<file path="src/rtl/uart_tx_engine.sv">
// UART transmitter: control FSM, baud timer, bit counter and shift register.
// Frame: start bit, DATA_BITS data bits LSB first, optional parity bit,
// STOP_BITS stop bits. tx is registered and idles high.
// Optional feature: define UART_TX_PARITY_EN to insert a parity bit after
// the data bits (even parity, or odd when PARITY_ODD=1).
module uart_tx_engine #(
  parameter int unsigned DATA_BITS    = 8,
  parameter int unsigned CLKS_PER_BIT = 868,
  parameter int unsigned STOP_BITS    = 1,
  parameter int unsigned PARITY_ODD   = 0
) (
  input  logic                 clock,
  input  logic                 reset,
  input  logic [DATA_BITS-1:0] data,
  input  logic                 send,
  input  logic                 hold,
  output logic                 busy,
  output logic                 done,
  output logic                 tx
);

  localparam int unsigned TimerW = (CLKS_PER_BIT > 1) ? $clog2(CLKS_PER_BIT) : 1;
  localparam int unsigned BitW   = $clog2(DATA_BITS + 1);

  localparam logic [TimerW-1:0] TimerLast = TimerW'(CLKS_PER_BIT - 1);
  localparam logic [BitW-1:0]   DataLast  = BitW'(DATA_BITS - 1);
  // The bit counter is reused to count stop bits.
  localparam logic [BitW-1:0]   StopLast  = BitW'(STOP_BITS - 1);

`ifdef UART_TX_PARITY_EN
  typedef enum logic [2:0] {
    StIdle   = 3'd0,
    StStart  = 3'd1,
    StData   = 3'd2,
    StParity = 3'd3,
    StStop   = 3'd4
  } state_e;
`else
  typedef enum logic [2:0] {
    StIdle  = 3'd0,
    StStart = 3'd1,
    StData  = 3'd2,
    StStop  = 3'd4
  } state_e;
`endif

  state_e                state_q, state_d;
  logic [TimerW-1:0]     timer_q, timer_d;
  logic [BitW-1:0]       bit_q, bit_d;
  logic [DATA_BITS-1:0]  shift_q, shift_d;
  logic                  tx_q, tx_d;
  logic                  done_q, done_d;
  logic                  bit_end;

`ifdef UART_TX_PARITY_EN
  logic                  parity_q, parity_d;
`endif

  assign bit_end = (timer_q == TimerLast);
  assign busy    = (state_q != StIdle);
  assign done    = done_q;
  assign tx      = tx_q;

  // State and datapath registers, synchronous active-high reset.
  always_ff @(posedge clock) begin
    if (reset) begin
      state_q  <= StIdle;
      timer_q  <= '0;
      bit_q    <= '0;
      shift_q  <= '0;
      tx_q     <= 1'b1;
      done_q   <= 1'b0;
`ifdef UART_TX_PARITY_EN
      parity_q <= 1'b0;
`endif
    end else begin
      state_q  <= state_d;
      timer_q  <= timer_d;
      bit_q    <= bit_d;
      shift_q  <= shift_d;
      tx_q     <= tx_d;
      done_q   <= done_d;
`ifdef UART_TX_PARITY_EN
      parity_q <= parity_d;
`endif
    end
  end

  // Next-state logic; tx_d is the line level for the state being entered.
  always_comb begin
    state_d  = state_q;
    timer_d  = bit_end ? '0 : timer_q + 1'b1;
    bit_d    = bit_q;
    shift_d  = shift_q;
    tx_d     = tx_q;
    done_d   = 1'b0;
`ifdef UART_TX_PARITY_EN
    parity_d = parity_q;
`endif

    unique case (state_q)
      StIdle: begin
        timer_d = '0;
        tx_d    = 1'b1;
        if (send && !hold) begin
          state_d  = StStart;
          shift_d  = data;
          bit_d    = '0;
          tx_d     = 1'b0;
`ifdef UART_TX_PARITY_EN
          parity_d = (^data) ^ PARITY_ODD[0];
`endif
        end
      end

      StStart: begin
        if (bit_end) begin
          state_d = StData;
          tx_d    = shift_q[0];
        end
      end

      StData: begin
        if (bit_end) begin
          shift_d = shift_q >> 1;
          if (bit_q == DataLast) begin
            bit_d = '0;
`ifdef UART_TX_PARITY_EN
            state_d = StParity;
            tx_d    = parity_q;
`else
            state_d = StStop;
            tx_d    = 1'b1;
`endif
          end else begin
            bit_d = bit_q + 1'b1;
            tx_d  = shift_q[1];
          end
        end
      end

`ifdef UART_TX_PARITY_EN
      StParity: begin
        if (bit_end) begin
          state_d = StStop;
          bit_d   = '0;
          tx_d    = 1'b1;
        end
      end
`endif

      StStop: begin
        tx_d = 1'b1;
        if (bit_end) begin
          if (bit_q == StopLast) begin
            state_d = StIdle;
            bit_d   = '0;
            done_d  = 1'b1;
          end else begin
            bit_d = bit_q + 1'b1;
          end
        end
      end

      default: begin
        state_d = StIdle;
        timer_d = '0;
        bit_d   = '0;
        tx_d    = 1'b1;
      end
    endcase
  end

endmodule

</file>
<file path="config.mk">
export PLATFORM = sky130hd
export DESIGN_NAME = uart_tx_engine
export DESIGN_NICKNAME = d
export VERILOG_FILES = /design/src/rtl/uart_tx_engine.sv
export SDC_FILE = /design/constraint.sdc
export NUM_CORES = 1
export LEC_CHECK = 0
export CAP_MARGIN = 15
export CORE_MARGIN = 10
export CORE_UTILIZATION = 28
export CTS_CLUSTER_SIZE = 10
export DETAILED_ROUTE_END_ITERATION = 12
export PLACE_DENSITY = 0.56
export REMOVE_ABC_BUFFERS = 1
export SLEW_MARGIN = 20
export SYNTH_ARGS = -nofsm -noshare
export SYNTH_HDL_FRONTEND = slang
export SYNTH_SLANG_ARGS = --single-unit
</file>
<file path="constraint.sdc">
create_clock -name clock -period 2.03 [get_ports clock]
set_clock_uncertainty 0.05 [all_clocks]
set_input_delay 0.5075 -clock clock [delete_from_list [all_inputs] [get_ports clock]]
set_output_delay 0.5075 -clock clock [all_outputs]
set_load 0.01 [all_outputs]
</file>
* Word-level counts from Yosys, hierarchy flattened
Cells that the tools add are included.
Operators by class: reductions and logical operators 13, bitwise operators 4, add/subtract/negate cells 2, multiplexer cells 22, equality and inequality tests 11
Operator list (number):
- 4-bit two-way mux | 5
- 3-bit two-way mux | 6
- 8-bit two-way mux | 2
- 4-bit case mux with 4 select lines | 1
- 8-bit case mux with 2 select lines | 1
- 2-bit != test (second input constant) | 6
- 3-bit case mux with 4 select lines | 1
- 10-bit by 1-bit adder with 10-bit output (second input constant) | 1
- 10-bit equality test (second input constant) | 1
- 3-bit OR reduction | 3
- 6-bit AND reduction | 1
- 1-bit two-way mux | 5
- 4-bit by 1-bit adder with 4-bit output (second input constant) | 1
- 4-bit by 3-bit equality test with 1-bit output (second input constant) | 1
- 4-bit logical NOT | 1
- 1-bit NOT | 4
- 4-bit AND reduction | 1
- 3-bit by 1-bit equality test with 1-bit output (second input constant) | 1
- 3-bit by 2-bit equality test with 1-bit output (second input constant) | 1
- 3-bit equality test (second input constant) | 1
- 3-bit logical NOT | 1
- 1-bit case mux with 3 select lines | 1
- 3-bit AND reduction | 1
- 3-bit nonzero test | 1
- 4 further kinds | 4
Storage, ports and cells: output and inout bits 3, input port bits 12, register bits 27, logic and storage cells 58

* Logic depth before layout (Yosys ltp)
depth in word-level cells 4, depth in mapped cells 7, mapped depth without buffers 6

* Worst setup path after synthesis
No wires, ideal clock.
path type register to register, from register timer_q[0], to register tx_q (netlist: tx), slack 0.079 ns, arrival time 1.781 ns, clock period less this slack 1.951 ns, path buffers 1, cell stages (with the launch flop) 7, data required time 1.860 ns, setup time 0.120 ns, cells stage by stage dfxtp_1 > ha_1 > nand4b_1 > or3_1 > buf_6 > a311o_1 > a211o_1
On the way: cells in the longest elaborated chain, start to end 3, elaborated cells between the ends (all ways) 4, those cells by class 3 x eq/ne; 1 x reduce/logical
Ends and longest elaborated chain:
- start: declaration | RTL line 48 | logic [TimerW-1:0] timer_q, timer_d;
- start signal: assignment | RTL line 78 | timer_q <= timer_d;
- 10-bit equality test (*) | RTL line 59 | assign bit_end = (timer_q == TimerLast);
- 2-bit != test (no source line)
- 2-bit AND reduction (no source line) (*)
- end signal: assignment | RTL line 81 | tx_q <= tx_d;
- end: declaration | RTL line 51 | logic tx_q, tx_d;
Every way passes the cells marked *; elsewhere a longest branch is shown, timed or not. A chain may end at the register's enable or synchronous reset.

* Final worst setup path
from register state_q[2], to output port busy
On the way: cells in the longest elaborated chain, start to end 1
Ends and longest elaborated chain:
- start: declaration | RTL line 47 | state_e state_q, state_d;
- start signal: assignment | RTL line 67 | state_q <= StIdle;
- start signal: assignment | RTL line 77 | state_q <= state_d;
- 3-bit nonzero test | RTL line 60 | assign busy = (state_q != StIdle);
- end: declaration | RTL line 17 | output logic busy,
Every way passes these cells.

==> results.py <==
metrics = {
    "clocking": {
        "cts_sinks": 27,
        "root_buffer": "clkbuf_8",
        "numCtsBuffers": 3,
        "cts_buffer_depth": 2,
        "insertion_delay_ps": 270,
        "ctsHtreeMaxLevel": 1,
        "path_clk_slew_ps": 100,
        "cts_tree": "done",
        "cts_hold_buffers": 0,
    },
    "synthesis": {
        "syn_inst": 162,
        "yosysTopAreaCell": "dfxtp_1",
        "synthArstFlopShare": 0,
        "ys_seq_area_frac": 0.371,
        "yosys-top-cells-count": "dfxtp_1 (27), nor2_1 (19), o21ai_0 (10)",
        "synth.area.top_cells": "dfxtp_1 (37%), mux2i_1 (5.5%), nor2_1 (4.9%), o311a_1 (4.8%), xnor2_1 (3.6%)",
        "synth-edff-count": 0,
        "syn_area_per_cell_um2": 9.00,
        "yosys_warnings": 0,
        "synth_ff_type": "dfxtp_1",
        "synthDistinctLibCells": 43,
        "synth_area_um2": 1460,
        "yosysMostFrequentCell": "dfxtp_1",
        "synth_seq_cells": 27,
        "synth_top_cell_area_share": 0.371,
    },
    "worst_setup_path": {
        "path_buf_inv": 2,
        "cp-start-kind": "register",
        "reg2reg_slack_ps": 160,
        "cp.depth": 3,
        "crit_end": "busy",
        "crit_chain": "nor3_4, inv_1, clkdlybuf4s50_1",
        "r2r-start": "state_q[1]",
        "crit_fanout": 8,
        "cp-end-kind": "primary output",
        "slowest_stage": "clkdlybuf4s50_1",
        "r2r_end": "shift_q[5]",
        "critPathTopFamily": "buffers and inverters",
        "crit_type": "reg -> out",
        "required_ps": 1470,
        "crit_start": "state_q[2]",
        "arrival_ps": 1410,
        "critPathMaxStageDelay_ps": 480,
        "r2r_cells": 5,
    },
    "placement": {
        "io_buffers": 14,
        "dp_slack_ps": 86.9,
        "place.detailed.hpwl_mm": 2.44,
        "gp_congestion": 0.765,
    },
    "floorplan": {
        "fp.dieArea_um2": 8490,
        "core_um2": 5070,
        "num_rows": 26,
        "initial_core_util": 0.287,
        "die_w_um": 92.2,
        "die_h_um": 92.2,
        "io_pins": 15,
    },
    "global_route": {
        "grt_remaining_overflow": 0,
        "antenna_found_initial": 0,
        "grt_usage": 0.0786,
        "grt_pass1_wl_mm": 5.66,
        "grt_pass1_vias": 1220,
        "grt_max_degree": 17,
    },
    "pwr": {
        "powerDensity_nw_per_um2": 529,
        "irDropWorstVdd_uv": 359,
        "leakagePower_nw": 0.718,
    },
    "route": {
        "drt_first_pass_iters": 4,
        "vias": 1254,
        "via_per_inst": 4.90,
        "drc": 0,
        "drtAntennaViolNets": 0,
        "wl_per_cell_um": 12.8,
        "wl_mm": 3.27,
        "drt_iter0_markers": 51,
    },
    "cells_and_area": {
        "antennaDiodeCount": 0,
        "fin_util": 0.360,
        "fillerInstances": 532,
        "multiInputGateArea_um2": 845,
        "nNetsFinal": 202,
        "regArea_um2": 542,
        "syn_to_final_growth_pct": 25.2,
        "drive_gt1_frac": 0.156,
    },
    "sta": {
        "maxSlewHeadroom": 0.678,
        "max_slew.worst_pin.slew_ps": 482,
        "finalSetupViolCount": 0,
        "hold_viol_final": 0,
        "fin_tns_setup_ps": 0,
        "max_clock_freq_ghz": 0.508,
        "grt_setup_unrepaired": "no",
        "min_period_ps": 1970,
        "period_share": 0.970,
        "slew_violations": 0,
        "fin_ws_ps": 61.7,
    },
    "hold_path": {
        "hold_path_depth": 1,
        "hp-class": "reg -> reg",
        "hold_start": "shift_q[6]",
    },
    "run": {
        "maxCapViolCount": 0,
    },
    "outcome": {
        "status": "complete, no violations",
    },
}
placed cells by master, fill, tap and decap left out, drive strengths merged, types with 3 or more instances in the layout:
master         Yosys  final
clkdlybuf4s50      0     14
buf                7     16
dfxtp             27     27
inv                9      9
clkbuf             3      4
nor2b              3      3
xor2               4      4
o311a              7      7
o21ai             10     10
nor3b              3      3
xnor2              6      6
ha                 3      3
nand2              9      9
nand3              7      7
nor2              19     19
nor3               4      4
mux2i              8      8
o2111ai            4      4
area by class of cell:
| type | count | area share |
|---|---|---|
| Multi-Input combinational cell | 116 | 0.463 |
| Sequential cell | 27 | 0.297 |
| Tap cell | 70 | 0.0480 |
| Clock buffer | 4 | 0.0247 |
| Timing Repair Buffer | 30 | 0.149 |
| Inverter | 9 | 0.0185 |
per-stage QoR:
stage	instances	cell area, um^2	power [mW]	hold slack, ps
global placement	251	1760	0.669	446
finish	256	1830	0.965	472
global route	256	1830	1.01	488
CTS	255	1810	0.979	473
floorplan	152	1400	0.613	380
detailed placement	251	1760	0.669	451
logic make-up after synthesis:
kind of cell	after synthesis	share of synthesized area
multiplexers	8	0.0549
AND/OR/NAND/NOR	60	0.226
buffers and inverters	19	0.0609
AO/OA/AOI/OAI	35	0.202
adder cells (fa/ha/maj)	3	0.0258
XOR/XNOR	10	0.0601
flip-flops	27	0.371
worst reg2reg max path, stage by stage, from the launching register on:
cell and delay [ps]:
dfxtp_1 450, or3b_2 530, nor4_4 250, buf_4 240, o21ai_0 90, o311a_1 130
routing by layer:
metal / global-route usage / vias to the layer above / part of all wire
li1: - / 638 / -
met1: 0.0995 / 596 / 0.49
met2: 0.125 / 18 / 0.46
met3: 0.0244 / 2 / 0.038
met4: 0.0219 / 0 / 0.0089
met5: 0 / - / 0
how the worst min path moves through the flow:
stage               slack (ps)         end
floorplan                  380  timer_q[0]
global placement           450  shift_q[3]
detailed placement         450  shift_q[6]
CTS                        470  shift_q[6]
global route               490  shift_q[4]
finish                     470  shift_q[6]
power breakdown:
group          internal, mW  switching (mW)
logic                0.0624          0.0459
clock network         0.140           0.164
registers             0.544         0.00861
state kept, by name, indices dropped and copies added, names as in the netlist:
register,cells
tx,1
bit_q,4
state_q,3
done,1
shift_q,8
timer_q,10
timing repair:
item                       4_1_cts  5_1_grt
gates resized for setup          3        1
setup endpoints to repair        1        3
buffers inserted                 0        1
pin swaps                        1        1
gates cloned                     0        0
Note: power is estimated with default switching activity, not from simulation.
